File: src/rtl/proc_pkg.sv
// proc_pkg: definitions shared across the filter-processor pipeline control.
//   state_t   - sequencing states of pipeline_ctrl
//   fwd_sel_t - EXE operand source encodings
//   REG_W     - register-address width
//   CNT_W     - width of the sequencing down-counter
package proc_pkg;

    localparam int REG_W = 4;
    localparam int CNT_W = 4;

    typedef enum logic [1:0] {
        RUN     = 2'd0,
        BR_FL   = 2'd1,
        MC_WAIT = 2'd2
    } state_t;

    localparam logic [1:0] FWD_RF  = 2'b00;
    localparam logic [1:0] FWD_MEM = 2'b01;
    localparam logic [1:0] FWD_WB  = 2'b10;

endpackage

File: src/rtl/fwd_unit.sv
// fwd_unit: combinational operand-forwarding selects for both EXE operands.
//   ex_ra, ex_rb    in  source registers at the REG/EXE outputs
//   mem_rd, mem_wr  in  EXE/MEM destination and write-enable
//   wb_rd, wb_wr    in  MEM/WB destination and write-enable
//   fwd_a, fwd_b    out operand source (FWD_RF / FWD_MEM / FWD_WB)
module fwd_unit
    import proc_pkg::*;
(
    input  logic [REG_W-1:0] ex_ra,
    input  logic [REG_W-1:0] ex_rb,
    input  logic [REG_W-1:0] mem_rd,
    input  logic             mem_wr,
    input  logic [REG_W-1:0] wb_rd,
    input  logic             wb_wr,
    output logic [1:0]       fwd_a,
    output logic [1:0]       fwd_b
);

    // The younger result (EXE/MEM) wins when both stages write the same register.
    always_comb begin
        fwd_a = FWD_RF;
        if (mem_wr && (mem_rd == ex_ra))
            fwd_a = FWD_MEM;
        else if (wb_wr && (wb_rd == ex_ra))
            fwd_a = FWD_WB;
    end

    always_comb begin
        fwd_b = FWD_RF;
        if (mem_wr && (mem_rd == ex_rb))
            fwd_b = FWD_MEM;
        else if (wb_wr && (wb_rd == ex_rb))
            fwd_b = FWD_WB;
    end

endmodule

File: src/rtl/pipeline_ctrl.sv
// pipeline_ctrl: hazard sequencing and forwarding for the filter processor.
//   Parameters: MC_LAT (2..16) multi-cycle EXE occupancy, BR_FLUSH (1..3) branch bubbles.
//   clk, rst                   clock, synchronous active-high reset
//   id_* / ex_* / mem_* / wb_* hazard inputs from the pipeline stages
//   hold_pc, en_if_id, en_reg_exe                 hold controls (1 = hold)
//   flush_if_id, flush_reg_exe, flush_ex_mem      bubble insert on next edge
//   fwd_a, fwd_b               EXE operand source selects
//   mc_done                    final cycle of a multi-cycle op
//   busy                       state is not RUN
//
// state   | meaning
// RUN     | normal flow; branch, multi-cycle and load-use detection active
// BR_FL   | remaining taken-branch bubble cycles, IF/ID and REG/EXE flushed
// MC_WAIT | multi-cycle op occupies EXE; front end frozen until cnt = 0
module pipeline_ctrl
    import proc_pkg::*;
#(
    parameter int MC_LAT   = 4,
    parameter int BR_FLUSH = 2
) (
    input  logic             clk,
    input  logic             rst,
    input  logic [REG_W-1:0] id_Ra,
    input  logic [REG_W-1:0] id_Rb,
    input  logic             id_use_a,
    input  logic             id_use_b,
    input  logic [REG_W-1:0] ex_Ra,
    input  logic [REG_W-1:0] ex_Rb,
    input  logic [REG_W-1:0] ex_Rd,
    input  logic             ex_wr,
    input  logic             ex_load,
    input  logic             ex_mc,
    input  logic             ex_br_taken,
    input  logic [REG_W-1:0] mem_Rd,
    input  logic             mem_wr,
    input  logic [REG_W-1:0] wb_Rd,
    input  logic             wb_wr,
    output logic             hold_pc,
    output logic             en_if_id,
    output logic             en_reg_exe,
    output logic             flush_if_id,
    output logic             flush_reg_exe,
    output logic             flush_ex_mem,
    output logic [1:0]       fwd_a,
    output logic [1:0]       fwd_b,
    output logic             mc_done,
    output logic             busy
);

    state_t           state;
    logic [CNT_W-1:0] cnt;
    logic             load_use;
    logic [1:0]       fwd_a_raw;
    logic [1:0]       fwd_b_raw;

    assign load_use = ex_load & ex_wr &
                      ((id_use_a & (id_Ra == ex_Rd)) | (id_use_b & (id_Rb == ex_Rd)));

    fwd_unit u_fwd (
        .ex_ra  (ex_Ra),
        .ex_rb  (ex_Rb),
        .mem_rd (mem_Rd),
        .mem_wr (mem_wr),
        .wb_rd  (wb_Rd),
        .wb_wr  (wb_wr),
        .fwd_a  (fwd_a_raw),
        .fwd_b  (fwd_b_raw)
    );

    assign fwd_a = rst ? FWD_RF : fwd_a_raw;
    assign fwd_b = rst ? FWD_RF : fwd_b_raw;
    assign busy  = !rst && (state != RUN);

    // Mealy outputs; every output is forced low while reset is asserted.
    // A flushed register never has its hold asserted in the same cycle.
    always_comb begin
        hold_pc       = 1'b0;
        en_if_id      = 1'b0;
        en_reg_exe    = 1'b0;
        flush_if_id   = 1'b0;
        flush_reg_exe = 1'b0;
        flush_ex_mem  = 1'b0;
        mc_done       = 1'b0;
        if (!rst) begin
            case (state)
                RUN: begin
                    if (ex_br_taken) begin
                        flush_if_id   = 1'b1;
                        flush_reg_exe = 1'b1;
                    end else if (ex_mc) begin
                        hold_pc      = 1'b1;
                        en_if_id     = 1'b1;
                        en_reg_exe   = 1'b1;
                        flush_ex_mem = 1'b1;
                    end else if (load_use) begin
                        hold_pc       = 1'b1;
                        en_if_id      = 1'b1;
                        flush_reg_exe = 1'b1;
                    end
                end
                BR_FL: begin
                    flush_if_id   = 1'b1;
                    flush_reg_exe = 1'b1;
                end
                MC_WAIT: begin
                    if (cnt != '0) begin
                        hold_pc      = 1'b1;
                        en_if_id     = 1'b1;
                        en_reg_exe   = 1'b1;
                        flush_ex_mem = 1'b1;
                    end else begin
                        mc_done = 1'b1;
                    end
                end
                default: ;
            endcase
        end
    end

    // cnt counts the remaining cycles after the current one; the resolve/first
    // cycle is spent in RUN, hence the -2 preload.
    always_ff @(posedge clk) begin
        if (rst) begin
            state <= RUN;
            cnt   <= '0;
        end else begin
            case (state)
                RUN: begin
                    if (ex_br_taken) begin
                        if (BR_FLUSH > 1) begin
                            state <= BR_FL;
                            cnt   <= CNT_W'(BR_FLUSH - 2);
                        end
                    end else if (ex_mc) begin
                        state <= MC_WAIT;
                        cnt   <= CNT_W'(MC_LAT - 2);
                    end
                end
                BR_FL, MC_WAIT: begin
                    if (cnt == '0)
                        state <= RUN;
                    else
                        cnt <= cnt - 1'b1;
                end
                default: begin
                    state <= RUN;
                    cnt   <= '0;
                end
            endcase
        end
    end

endmodule

File: config.mk
export PLATFORM = sky130hd
export DESIGN_NAME = pipeline_ctrl
export DESIGN_NICKNAME = d
export VERILOG_FILES = /design/src/rtl/proc_pkg.sv /design/src/rtl/fwd_unit.sv /design/src/rtl/pipeline_ctrl.sv
export SDC_FILE = /design/constraint.sdc
export NUM_CORES = 1
export LEC_CHECK = 0
export ABC_AREA = 1
export ABC_CLOCK_PERIOD_IN_PS = 1720
export CAP_MARGIN = 20
export CORE_UTILIZATION = 38
export DETAILED_ROUTE_END_ITERATION = 7
export HOLD_SLACK_MARGIN = 0.15
export PLACE_DENSITY_LB_ADDON = 0.1
export SLEW_MARGIN = 30
export SYNTH_ARGS = -nofsm -noshare
export SYNTH_HDL_FRONTEND = slang
export SYNTH_SLANG_ARGS = --single-unit
File: constraint.sdc
create_clock -name clk -period 1.72 [get_ports clk]
set_input_delay 0.258 -clock clk [delete_from_list [all_inputs] [get_ports clk]]
set_output_delay 0.258 -clock clk [all_outputs]
set_load 0.02 [all_outputs]
==> summary.md <==
| Metric | Value |
|---|---|
| CTS HTree Levels | 1 |
| Slew headroom | 0.847 |
| Initial core utilization | 0.400 |
| CTS Root Cell | clkbuf_4 |
| Crit share post-route | 0.978 |
| Status | finished clean |
| Routed WL per cell | ~11 um |
| # IOs | 50 |
| Inst Count DP | around 250 |
| Share of post-route cells with drive strength above 1 | 0.308 |
| Pin count of the biggest net entering global routing | 11 |
| Clock buffer depth | 2 |
| N_diodes | 0 |
| Least-Margin Pin Slew | 0.227 ns |
| Number of DRC markers in iteration 0 | 9 |
| Crit path DAT | between 1 and 1.5 ns |
| Worst path most repeated cell | nor2_1 |
| Row cnt | 17 |
| Post-DRT Antenna Nets | 0 |
| IO buf count | 49 |
| Critical Path Fanout Max | 2 |
| Internal power | around 0.00061 W |
| Sequential fraction of the synthesis area | 0.136 |
| Fillers | 189 |
| Vias per inst | ~4.6 |
| Commonest non-fill, non-tap cell in the layout | nand2_1 |
| Commonest cells after routing, fill and taps aside | nand2_1, buf_4, nor2_1, clkdlybuf4s50_1, inv_1 |
| Total track usage | 0.214 |
| Critical path endpoint category | primary output |
| Sw power | approximately 0.00042 W |
| Tmin final | between 1.5 and 2 ns |
| Post-Syn Area | 886 um^2 |
| Filler-free cell count of the finished design | approximately 260 |
| Nets | around 270 |
| HPWL Detailed | 2160 um |
| Total Wirelength | about 2800 um |
| Max incr delay on CP | ~0.45 ns |
| Synth Instances | 157 |
| Num CTS Buffers | 3 |
| Sequential Power Share | 0.182 |
| Die Height | 50.3 um |
| Crit path kind | in -> out |
| Worst path cell trace | clkdlybuf4s50_1 -> xnor2_1 -> nand4_1 -> nor2_1 -> nor2_1 -> buf_4 |
| GPL Wtd Cong | 0.822 |
| Switching part of the total | 0.412 |
| Startpoint types | primary input |
| Clock tree sinks | 6 |
| Worst setup margin | approximately 0.038 ns |
| Area added between synthesis and finish | 88.7% |
| Max Clock Skew | roughly 0.008 ns |
| Total Die Area | 2530 um^2 |
| Clock power frac | 0.133 |
| Maximum vdd drop | 739 uV |
| Seq cells post-synth | 6 |
| Wire length of the first global-routing pass | 4160 um |
| Logic gate share of total power | 0.685 |
| Final hold violation count | 0 |
| Core area | 2210 um^2 |
| Post-synthesis cell type count | 23 |
| Total Power | about 0.0010 W |
| Synth warn | 0 |
| DRT Pass-1 Iters | 4 |
| CTS tree | built |
| Slew Limit Fails | 0 |
| Die Wd | roughly 50 um |
| Initial antenna violation count | 0 |
| Finish-stage setup viols | 0 |
| Class of the worst hold path | reg -> reg |
| Grt ovf | 0 |
| Post-route DRC | 0 |
| RSZ-0062 raised after global routing | yes |
| Critical Path RT | about 1.5 ns |
| Worst skew pair latency | about 0.25 ns |
| DR vias | roughly 1,200 |
| Worst slack at placement | -0.540 ns |
| Avg Cell Area, Syn | roughly 5.6 um^2 |
| P_leak | between 0.9 and 1 nW |
| Syn nets | around 200 |
| P per Cell Area | just over 600 nW/um^2 |
| FMAX | around 590 MHz |
| Vias in the first global route | around 1,200 |
| CP max-delay cell | clkdlybuf4s50_1 |
| # Max-Cap Violations | 0 |
| Clock-pin transition on the worst setup and hold timing paths | approximately 0.04 ns |
## final timing paths
check                              start  endpoint  slack (ns)  cells past startpoint
worst max-delay path            ex_Rb[2]  fwd_b[1]        0.04                      6
worst min-delay path              cnt[3]    cnt[3]        0.51                      2
worst max register to register  state[0]    cnt[3]        0.43                      8
worst min register to register    cnt[3]    cnt[3]        0.51                      2
## sequential cells by signal (all words and copies together) (netlist names)
| register | flops |
|---|---|
| cnt | 4 |
| state | 2 |
## worst max-delay path: cells and delay by family
kind | cells | cell delay [ns]
buf+inv | 2 | 0.60
simple gates | 3 | 0.36
xor+xnor | 1 | 0.21
## per-stage QoR
stage          utilization  TNS [ns]  area [um^2]  hold WS (ns)
2_1_floorplan            -         0          896         0.423
4_1_cts              0.706   -0.0109         1560         0.504
6_report             0.756         0         1670         0.510
5_1_grt              0.756   -0.0621         1670         0.516
3_3_place_gp         0.701     -4.04         1550         0.488
3_5_place_dp         0.701     -4.28         1550         0.497
## layer usage
layer  vias to the layer above  global-route usage  part of all wire
met5                         -                   0                 0
met1                       519               0.189              0.39
met3                         2              0.0636             0.052
met4                         0              0.0810            0.0022
li1                        621                   -                 -
met2                        40               0.436              0.56
## power by group through the flow
stage	Combinational (W)	Clock [W]	Sequential (W)
floorplan	0.000340	0	0.000193
global placement	0.000639	0	0.000186
detailed placement	0.000653	0	0.000188
CTS	0.000664	0.000140	0.000185
global route	0.000774	0.000153	0.000191
finish	0.000705	0.000137	0.000187
## synthesized netlist by cell type (all sizes together)
library cell	count	area, um^2
o22ai	1	6.26
a21oi	7	42.5
nand3	9	45.0
nand4	4	25.0
buf	3	20.0
nor2	24	95.1
inv	29	109
nand2	46	180
ha	6	75.1
xor2	2	17.5
dfxtp	6	120
nor3	2	10.0
nor3b	1	7.51
xnor2	11	96.3
o21bai	1	7.51
o21ai	3	15.0
nor4	1	6.26
a21boi	1	7.51
## kinds of logic (layout without fill, tap and decap cells)
| logic type | count (synthesis) | in the layout | synth area share |
|---|---|---|---|
| AND/OR/NAND/NOR | 87 | 87 | 0.417 |
| XOR/XNOR | 13 | 13 | 0.129 |
| adder cells (fa/ha/maj) | 6 | 6 | 0.0847 |
| buffers and inverters | 32 | 102 | 0.145 |
| AO/OA/AOI/OAI | 13 | 13 | 0.0890 |
| flip-flops | 6 | 6 | 0.136 |
## repair_timing
action / in CTS / in global routing
buffers inserted: 1 / 0
endpoints found under the hold margin: 0 / 0
setup endpoints to repair: 12 / 12
pin swaps: 5 / 17
hold buffers: 0 / 0
resized for setup: 62 / 38
## area by class of cell
| type | count | area, um^2 | area share |
|---|---|---|---|
| Clock buffer | 3 | 22.5 | 0.0135 |
| Inverter | 29 | 109 | 0.0651 |
| Multi-Input combinational cell | 119 | 739 | 0.442 |
| Sequential cell | 6 | 123 | 0.0734 |
| Tap cell | 28 | 35.0 | 0.0210 |
| Timing Repair Buffer | 70 | 643 | 0.385 |
Power figures use the tool's default switching activity.
